<file path="config.mk">
export PLATFORM = sky130hd
export DESIGN_NAME = pcap_rx_arb
export DESIGN_NICKNAME = d
export VERILOG_FILES = /design/src/rtl/pcap_rx_arb.sv
export SDC_FILE = /design/constraint.sdc
export NUM_CORES = 1
export LEC_CHECK = 0
export CORE_AREA = 3 3 155 157
export CTS_CLUSTER_DIAMETER = 150
export DETAILED_ROUTE_END_ITERATION = 10
export DIE_AREA = 0 0 158 160
export RECOVER_POWER = 50
export SETUP_SLACK_MARGIN = 0.15
export SLEW_MARGIN = 10
export SYNTH_ARGS = -nofsm -noshare
export SYNTH_HDL_FRONTEND = slang
export SYNTH_SLANG_ARGS = --single-unit
</file>
<file path="constraint.sdc">
create_clock -name clk -period 6.8 [get_ports clk]
set_input_delay 2.04 -clock clk [delete_from_list [all_inputs] [get_ports clk]]
set_output_delay 2.04 -clock clk [all_outputs]
set_load 0.01 [all_outputs]
</file>
<file path="src/rtl/pcap_rx_arb.sv">
// Two-channel packet-capture record arbiter: merges {meta, data} FIFO pairs into
// sop/eop framed records. Optional length header word enabled by PCAP_ARB_LEN_HDR_EN.
module pcap_rx_arb #(
  parameter logic [15:0] MAX_LEN = 16'd9600
) (
  input  logic        clk,
  input  logic        rst_n,
  input  logic        active_i,
  input  logic [79:0] ch0_meta_dout_i,
  input  logic        ch0_meta_empty_i,
  output logic        ch0_meta_rd_en_o,
  input  logic [63:0] ch0_data_dout_i,
  input  logic        ch0_data_empty_i,
  output logic        ch0_data_rd_en_o,
  input  logic [79:0] ch1_meta_dout_i,
  input  logic        ch1_meta_empty_i,
  output logic        ch1_meta_rd_en_o,
  input  logic [63:0] ch1_data_dout_i,
  input  logic        ch1_data_empty_i,
  output logic        ch1_data_rd_en_o,
  output logic [63:0] out_dat_o,
  output logic        out_vld_o,
  output logic        out_sop_o,
  output logic        out_eop_o,
  output logic        out_chn_o,
  input  logic        out_rdy_i,
  output logic [31:0] rec_cnt_o,
  output logic        err_o
);

  typedef enum logic [2:0] {
    IDLE,
    ARB,
    HDR_TS,
`ifdef PCAP_ARB_LEN_HDR_EN
    HDR_LEN,
`endif
    DATA,
    ERR
  } state_t;

  state_t      state_q, state_d;
  logic        grant_q, grant_d;
  logic        last_grant_q, last_grant_d;
  logic [13:0] rem_q, rem_d;
  logic [31:0] rec_cnt_q, rec_cnt_d;
  logic        err_q, err_d;
`ifdef PCAP_ARB_LEN_HDR_EN
  logic [15:0] len_q, len_d;
`endif

  logic        el0, el1, sel;
  logic [15:0] sel_len;
  logic [13:0] sel_words;
  logic [63:0] g_ts, g_data;
  logic        g_data_empty;
  logic        vld, sop, eop, hs, meta_pop, data_pop;
  logic [63:0] dat;

  always_ff @(posedge clk or negedge rst_n) begin
    if (!rst_n) begin
      state_q      <= IDLE;
      grant_q      <= 1'b0;
      last_grant_q <= 1'b1;
      rem_q        <= '0;
      rec_cnt_q    <= '0;
      err_q        <= 1'b0;
`ifdef PCAP_ARB_LEN_HDR_EN
      len_q        <= '0;
`endif
    end else begin
      state_q      <= state_d;
      grant_q      <= grant_d;
      last_grant_q <= last_grant_d;
      rem_q        <= rem_d;
      rec_cnt_q    <= rec_cnt_d;
      err_q        <= err_d;
`ifdef PCAP_ARB_LEN_HDR_EN
      len_q        <= len_d;
`endif
    end
  end

  // On a tie the channel that did not win last time is granted.
  always_comb begin
    el0          = ~ch0_meta_empty_i & active_i;
    el1          = ~ch1_meta_empty_i & active_i;
    sel          = (el0 & el1) ? ~last_grant_q : el1;
    sel_len      = sel ? ch1_meta_dout_i[79:64] : ch0_meta_dout_i[79:64];
    sel_words    = 14'(({1'b0, sel_len} + 17'd7) >> 3);
    g_ts         = grant_q ? ch1_meta_dout_i[63:0] : ch0_meta_dout_i[63:0];
    g_data       = grant_q ? ch1_data_dout_i : ch0_data_dout_i;
    g_data_empty = grant_q ? ch1_data_empty_i : ch0_data_empty_i;
  end

  always_comb begin
    state_d      = state_q;
    grant_d      = grant_q;
    last_grant_d = last_grant_q;
    rem_d        = rem_q;
    rec_cnt_d    = rec_cnt_q;
    err_d        = err_q;
`ifdef PCAP_ARB_LEN_HDR_EN
    len_d        = len_q;
`endif
    vld          = 1'b0;
    sop          = 1'b0;
    eop          = 1'b0;
    dat          = '0;
    meta_pop     = 1'b0;
    data_pop     = 1'b0;
    hs           = 1'b0;
    unique case (state_q)
      IDLE: if (active_i) state_d = ARB;
      ARB: begin
        if (el0 | el1) begin
          if (sel_len == 16'd0 || sel_len > MAX_LEN) begin
            state_d = ERR;
            err_d   = 1'b1;
          end else begin
            state_d      = HDR_TS;
            grant_d      = sel;
            last_grant_d = sel;
            rem_d        = sel_words;
`ifdef PCAP_ARB_LEN_HDR_EN
            len_d        = sel_len;
`endif
          end
        end else if (!active_i) begin
          state_d = IDLE;
        end
      end
      HDR_TS: begin
        vld = 1'b1;
        sop = 1'b1;
        dat = g_ts;
        hs  = out_rdy_i;
        if (hs) begin
          meta_pop = 1'b1;
`ifdef PCAP_ARB_LEN_HDR_EN
          state_d  = HDR_LEN;
`else
          state_d  = DATA;
`endif
        end
      end
`ifdef PCAP_ARB_LEN_HDR_EN
      HDR_LEN: begin
        vld = 1'b1;
        dat = {47'b0, grant_q, len_q};
        hs  = out_rdy_i;
        if (hs) state_d = DATA;
      end
`endif
      DATA: begin
        vld = ~g_data_empty;
        dat = g_data;
        eop = (rem_q == 14'd1);
        hs  = vld & out_rdy_i;
        if (hs) begin
          data_pop = 1'b1;
          rem_d    = rem_q - 14'd1;
          if (eop) begin
            rec_cnt_d = rec_cnt_q + 32'd1;
            state_d   = ARB;
          end
        end
      end
      ERR: err_d = 1'b1;
      default: state_d = IDLE;
    endcase
  end

  assign out_vld_o        = vld;
  assign out_sop_o        = sop;
  assign out_eop_o        = eop;
  assign out_dat_o        = dat;
  assign out_chn_o        = vld & grant_q;
  assign ch0_meta_rd_en_o = meta_pop & ~grant_q;
  assign ch1_meta_rd_en_o = meta_pop & grant_q;
  assign ch0_data_rd_en_o = data_pop & ~grant_q;
  assign ch1_data_rd_en_o = data_pop & grant_q;
  assign rec_cnt_o        = rec_cnt_q;
  assign err_o            = err_q;

endmodule

</file>
### Word-level counts from Yosys, hierarchy flattened

Index checks and enable logic that the tools add are counted.

* $lt $le $gt $ge: 1
* reduce and logical (&&, ||, !) cells: 10
* $add $sub $neg: 3
* equal/unequal tests: 13
* multiplexer cells: 28
* bitwise operators: 17

Operator list (number)
* two-way mux 64 bit: 2
* one-hot mux 64 bit (2 select lines): 1
* two-way mux 14 bit: 3
* adder 32 x 1 -> 32 bit (second input constant): 1
* one-hot mux 14 bit (2 select lines): 1
* two-way mux 3 bit: 7
* adder 16 x 3 -> 17 bit (second input constant): 1
* greater-than comparator 16 x 14 -> 1 bit (second input constant): 1
* logical NOT 16 bit: 1
* two-way mux 16 bit: 1
* one-hot mux 3 bit (5 select lines): 1
* == test 14 x 1 -> 1 bit (second input constant): 1
* != test 2 bit (second input constant): 7
* subtractor 14 x 1 -> 14 bit (second input constant): 1
* two-way mux 1 bit: 10
* AND 1 bit: 9
* AND reduction 3 bit: 3
* NOT 1 bit: 7
* == test 3 x 2 -> 1 bit (second input constant): 2
* AND reduction 6 bit: 1
* one-hot mux 1 bit (2 select lines): 2
* AND reduction 4 bit: 1
* nonzero test 2 bit: 2
* == test 3 x 1 -> 1 bit (second input constant): 1
* other kinds (5): 5

* word-level logic and storage cells: 78
* bits in registers: 52
* output and inout bits: 105
* input port bits: 296

### Longest topological paths before layout

Gate-level depths: netlist of run 1.

* word-level depth: 10
* mapped depth: 10
* mapped depth without buffers: 9

### Worst setup path after synthesis of run 1

No wires, ideal clock.

* path type: input port to output port
* start: in ch1_data_empty_i
* end: out out_chn_o
* cell stages on the path: 4
* arrival time: 2780 ps
* path buffers: 0
* setup slack: 1980 ps
* path through: mux2i_2 -> inv_1 -> a21oi_1 -> and2_1

* longest elaborated chain between the ends: 4

Ends and longest elaborated chain
* start, declared: RTL line 19 `input logic ch1_data_empty_i,`
* two-way mux 1 bit: RTL line 93 `g_data_empty = grant_q ? ch1_data_empty_i : ch0_data_empty_i;`
* NOT 1 bit: RTL line 156 `vld = ~g_data_empty;`
* one-hot mux 1 bit (2 select lines): RTL line 113 `unique case (state_q)`
* named net out_vld_o: RTL line 22 `output logic out_vld_o,`
* AND 1 bit: RTL line 178 `assign out_chn_o = vld & grant_q;`
* end, declared: RTL line 25 `output logic out_chn_o,`

The timed path passes the listed nets, and every way through them passes these cells.

### Worst setup path in the final report of run 1

* start: in ch1_data_empty_i
* end: out ch0_data_rd_en_o

* longest elaborated chain between the ends: 6

Ends and longest elaborated chain
* two-way mux 1 bit: RTL line 93
* NOT 1 bit: RTL line 156
* AND 1 bit: RTL line 159 `hs = vld & out_rdy_i;`
* two-way mux 1 bit: RTL line 160 `if (hs) begin`
* two-way mux 1 bit: RTL line 113
* AND 1 bit: RTL line 181 `assign ch0_data_rd_en_o = data_pop & ~grant_q;`
* end, declared: RTL line 14 `output logic ch0_data_rd_en_o,`

Every way passes these cells.

==> impl_metrics.csv, run 1 <==
group,metric,value,unit
timing,setup_tns,0,ps
power_and_ir_drop,power.static_leakage,3.60,nW
run,maxCapViolCount,1,
worst_hold_path,min_from,"rec_cnt_o[31]$_DFFE_PN0P_",
synthesis,yosysMostFrequentCell,"mux2i_1",
setup_path,cp_max_fo,4,
synthesis,synth_area,0.00523,mm²
synthesis,synth_common_cells,"mux2i_1 (135), o22ai_1 (65), dfrtp_1 (51)",
timing,slew_headroom,-39.4,%
global_routing,grt.total_usage,21.8,%
floorplanning,start_util,23.1,%
layout,multi_input_area,0.00364,mm²
clocking,cts_setup_buffers,0,
setup_path,rrSetupSlack,3040,ps
clocking,ctsHoldBuffers,0,
setup_path,critPathKind,"in -> out",
floorplanning,die_h,160,µm
setup_path,reg2reg_to,"rec_cnt_o[22]$_DFFE_PN0P_",
synthesis,synthArstFlopShare,100,%
place,dp_slack,961,ps
setup_path,r2r-start,"grant_q$_DFFE_PN0P_",
synthesis,yosysTopAreaCell,"mux2i_1",
synthesis,synth_cells,596,
timing,worst_pin_slew,2090,ps
clocking,clkLatencyLatePin,290,ps
route,ant_nets,0,
global_routing,grt-ovfl-total,0,
clocking,cts_buffers,5,
timing,setup_slack,779,ps
worst_hold_path,hold_path_depth,1,
synthesis,dominantRegCellSynth,"dfrtp_1",
route,num_vias,6200,
route,drtIter0Drc,271,
timing,timing.final.crit_share,88.5,%
global_routing,grt_max_degree,59,
floorplanning,io-pin-count,401,
floorplanning,fp-row-count,55,
place,numPortBuffers,400,
clocking,cts_resized,0,
layout,num-fill-cells,2316,
synthesis,ys_ff_latch,52,
setup_path,critical_path_required,4760,ps
clocking,clock_sink_count,52,
synthesis,yosysTopAreaCellShare,25.8,%
synthesis,synth_edf_count,0,
clocking,root_buffer,"clkbuf_16",
synthesis,synth_cell_types,65,
layout,area_delta_synth_final,83.3,%
clocking,clkTransAtPathRegs,70,ps
timing,finalCriticalPeriod,6020,ps
timing,rsz0062_at_grt,"no",
timing,fin_worst_skew,11.9,ps
timing,fmax,166,MHz
timing,slew_violations,40,
setup_path,reg2regPathDepth,7,
run_status,status,"finished with violations",
layout,drive_gt1_share,3.91,%
clocking,cts_tree,"built",
route,wl_per_cell,23.4,µm
clocking,cts_buffer_depth,2,
route,drt-total-wl,29600,µm
setup_path,cp.arrival,3980,ps
global_routing,grt_pass1_wl,40600,µm
global_routing,antenna_found_initial,7,
place,routabilityCongestion,0.869,
worst_hold_path,whs_endpoint,"rec_cnt_o[31]$_DFFE_PN0P_",
synthesis,synth.area.top_cells,"mux2i_1 (26%), dfrtp_1 (24%), o22ai_1 (7.8%)",
power_and_ir_drop,vdd_drop_max,108,µV
setup_path,end_kind,"output pin",
floorplanning,die_area,0.0253,mm²
floorplanning,coreArea,0.0226,mm²
synthesis,yosys_warnings,0,
route,first_pass_iters,5,
synthesis,syn_avg_cell_area,8.77,µm²
synthesis,yosysSeqAreaShare,24.9,%
route,route.detailed.drc,0,
synthesis,syn_nets,895,
setup_path,start_kind,"primary input",
timing,hold_viol,0,
power_and_ir_drop,cellPowerDensity,178,mW/mm²
floorplanning,die-width,158,µm
global_routing,grt_pass1_vias,6140,
place,dp_hpwl,25300,µm
layout,nets,1270,
clocking,cts_htree_levels,2,
route,via_per_inst,4.91,
layout,regArea,0.00131,mm²
worst_hold_path,hold_path_class,"reg -> reg",
timing,setup_viol,0,
run_status,violations,"max-capacitance violations, max-slew violations",
[layout make-up]
class | instances | area share (%)
timing repair buffer | 408 | 42.6
multi-input combinational | 496 | 38.0
sequential | 52 | 13.6
tap | 285 | 3.72
clock buffer | 5 | 1.31
inverter | 8 | 0.313
clock inverter | 3 | 0.287
antenna | 6 | 0.157
[per-stage QoR]
stage / util, % / total power, W / std cells / hold slack, ps / instance area, µm²
after floorplan: - / 0.000966 / 596 / 456 / 5230
after global placement: 42.0 / 0.00144 / 1249 / 455 / 9510
after detailed placement: 42.0 / 0.00145 / 1249 / 458 / 9510
after CTS: 42.7 / 0.00172 / 1257 / 475 / 9660
after global routing: 42.3 / 0.00180 / 1263 / 487 / 9580
final: 42.3 / 0.00170 / 1263 / 464 / 9580
[kinds of logic after synthesis]
logic type | Yosys count | share of synthesized area [%]
AO/OA/AOI/OAI | 126 | 15.4
AND/OR/NAND/NOR | 181 | 20.7
flip-flops | 52 | 24.9
multiplexers | 139 | 26.8
buffers and inverters | 48 | 3.71
XOR/XNOR | 47 | 7.87
adder cells (fa/ha/maj) | 3 | 0.718
[state kept, by name, indices dropped and copies added, names as in the netlist]
register and cells:
err_o 1, state_q 3, last_grant_q 1, rec_cnt_o 32
grant_q 1, rem_q 14
[routing by layer]
metal	up-vias	share of wire [%]	global-route usage, %
met4	0	5.3	10.9
met5	-	0	0
met3	39	6.9	5.23
met1	2895	36	23.4
met2	259	52	39.3
li1	3007	-	-
[layout by cell type (no fill, tap or decap), types with 2 or more instances in the layout]
master | Yosys | routed
o22a_1 | 2 | 2
xnor2_1 | 26 | 26
a21o_1 | 2 | 2
nor2b_1 | 2 | 2
clkbuf_16 | 0 | 5
a32oi_1 | 2 | 2
nand4_1 | 15 | 16
nor4_1 | 7 | 8
nor3_1 | 15 | 17
xor2_1 | 21 | 21
buf_4 | 0 | 5
or3_1 | 5 | 5
nand4_2 | 3 | 3
nand3_1 | 23 | 25
nor2_1 | 33 | 34
o22ai_1 | 65 | 65
nor3_2 | 6 | 5
a21oi_1 | 12 | 12
mux2i_1 | 135 | 136
dlygate4sd3_1 | 0 | 35
nand2b_1 | 3 | 3
or2_2 | 2 | 2
o21ai_0 | 27 | 27
inv_1 | 8 | 8
nand2_1 | 37 | 37
clkdlybuf4s50_1 | 0 | 364
diode_2 | 0 | 6
and3_1 | 7 | 9
mux2_2 | 3 | 3
buf_12 | 0 | 2
ha_1 | 3 | 3
clkbuf_1 | 25 | 2
and4_1 | 2 | 2
dfrtp_1 | 51 | 50
nor3b_1 | 1 | 2
a211o_1 | 2 | 2
[how the worst max path moves through the flow]
stage	start	end	slack (ps)	cells after the start
final	ch1_data_empty_i	ch0_data_rd_en_o	780	5
after global routing	ch1_data_empty_i	ch0_data_rd_en_o	580	5
after CTS	ch0_data_empty_i	out_chn_o	960	6
after detailed placement	ch0_data_empty_i	out_chn_o	960	6
after global placement	ch1_data_dout_i[28]	out_dat_o[28]	990	4
after floorplan	ch1_data_empty_i	out_chn_o	1980	4
[worst max-delay path, cell delays in order]
cell and delay (ps):
dlygate4sd3_1 540, mux2i_1 370, nand3_1 250, nor2_1 160, clkdlybuf4s50_1 620
[power breakdown]
| part | switching (W) | internal [W] | total, W | leakage [nW] |
|---|---|---|---|---|
| clock network | 0.000125 | 0.000140 | 0.000265 | 0.0720 |
| registers | 0.000112 | 0.000351 | 0.000463 | 0.689 |
| logic | 0.000448 | 0.000527 | 0.000975 | 2.84 |
| total | 0.000686 | 0.00102 | 0.00170 | 3.60 |
Power figures use the tool's default switching activity.
==> run 2: changes to the inputs <==
CTS_BUF_LIST = sky130_fd_sc_hd__clkbuf_4 sky130_fd_sc_hd__clkbuf_8 sky130_fd_sc_hd__clkbuf_16   (was unset)
CTS_CLUSTER_DIAMETER = 80   (was 150)
==> results of run 2 <==
Final layout, timing and power as in run 1 (identical DEF).
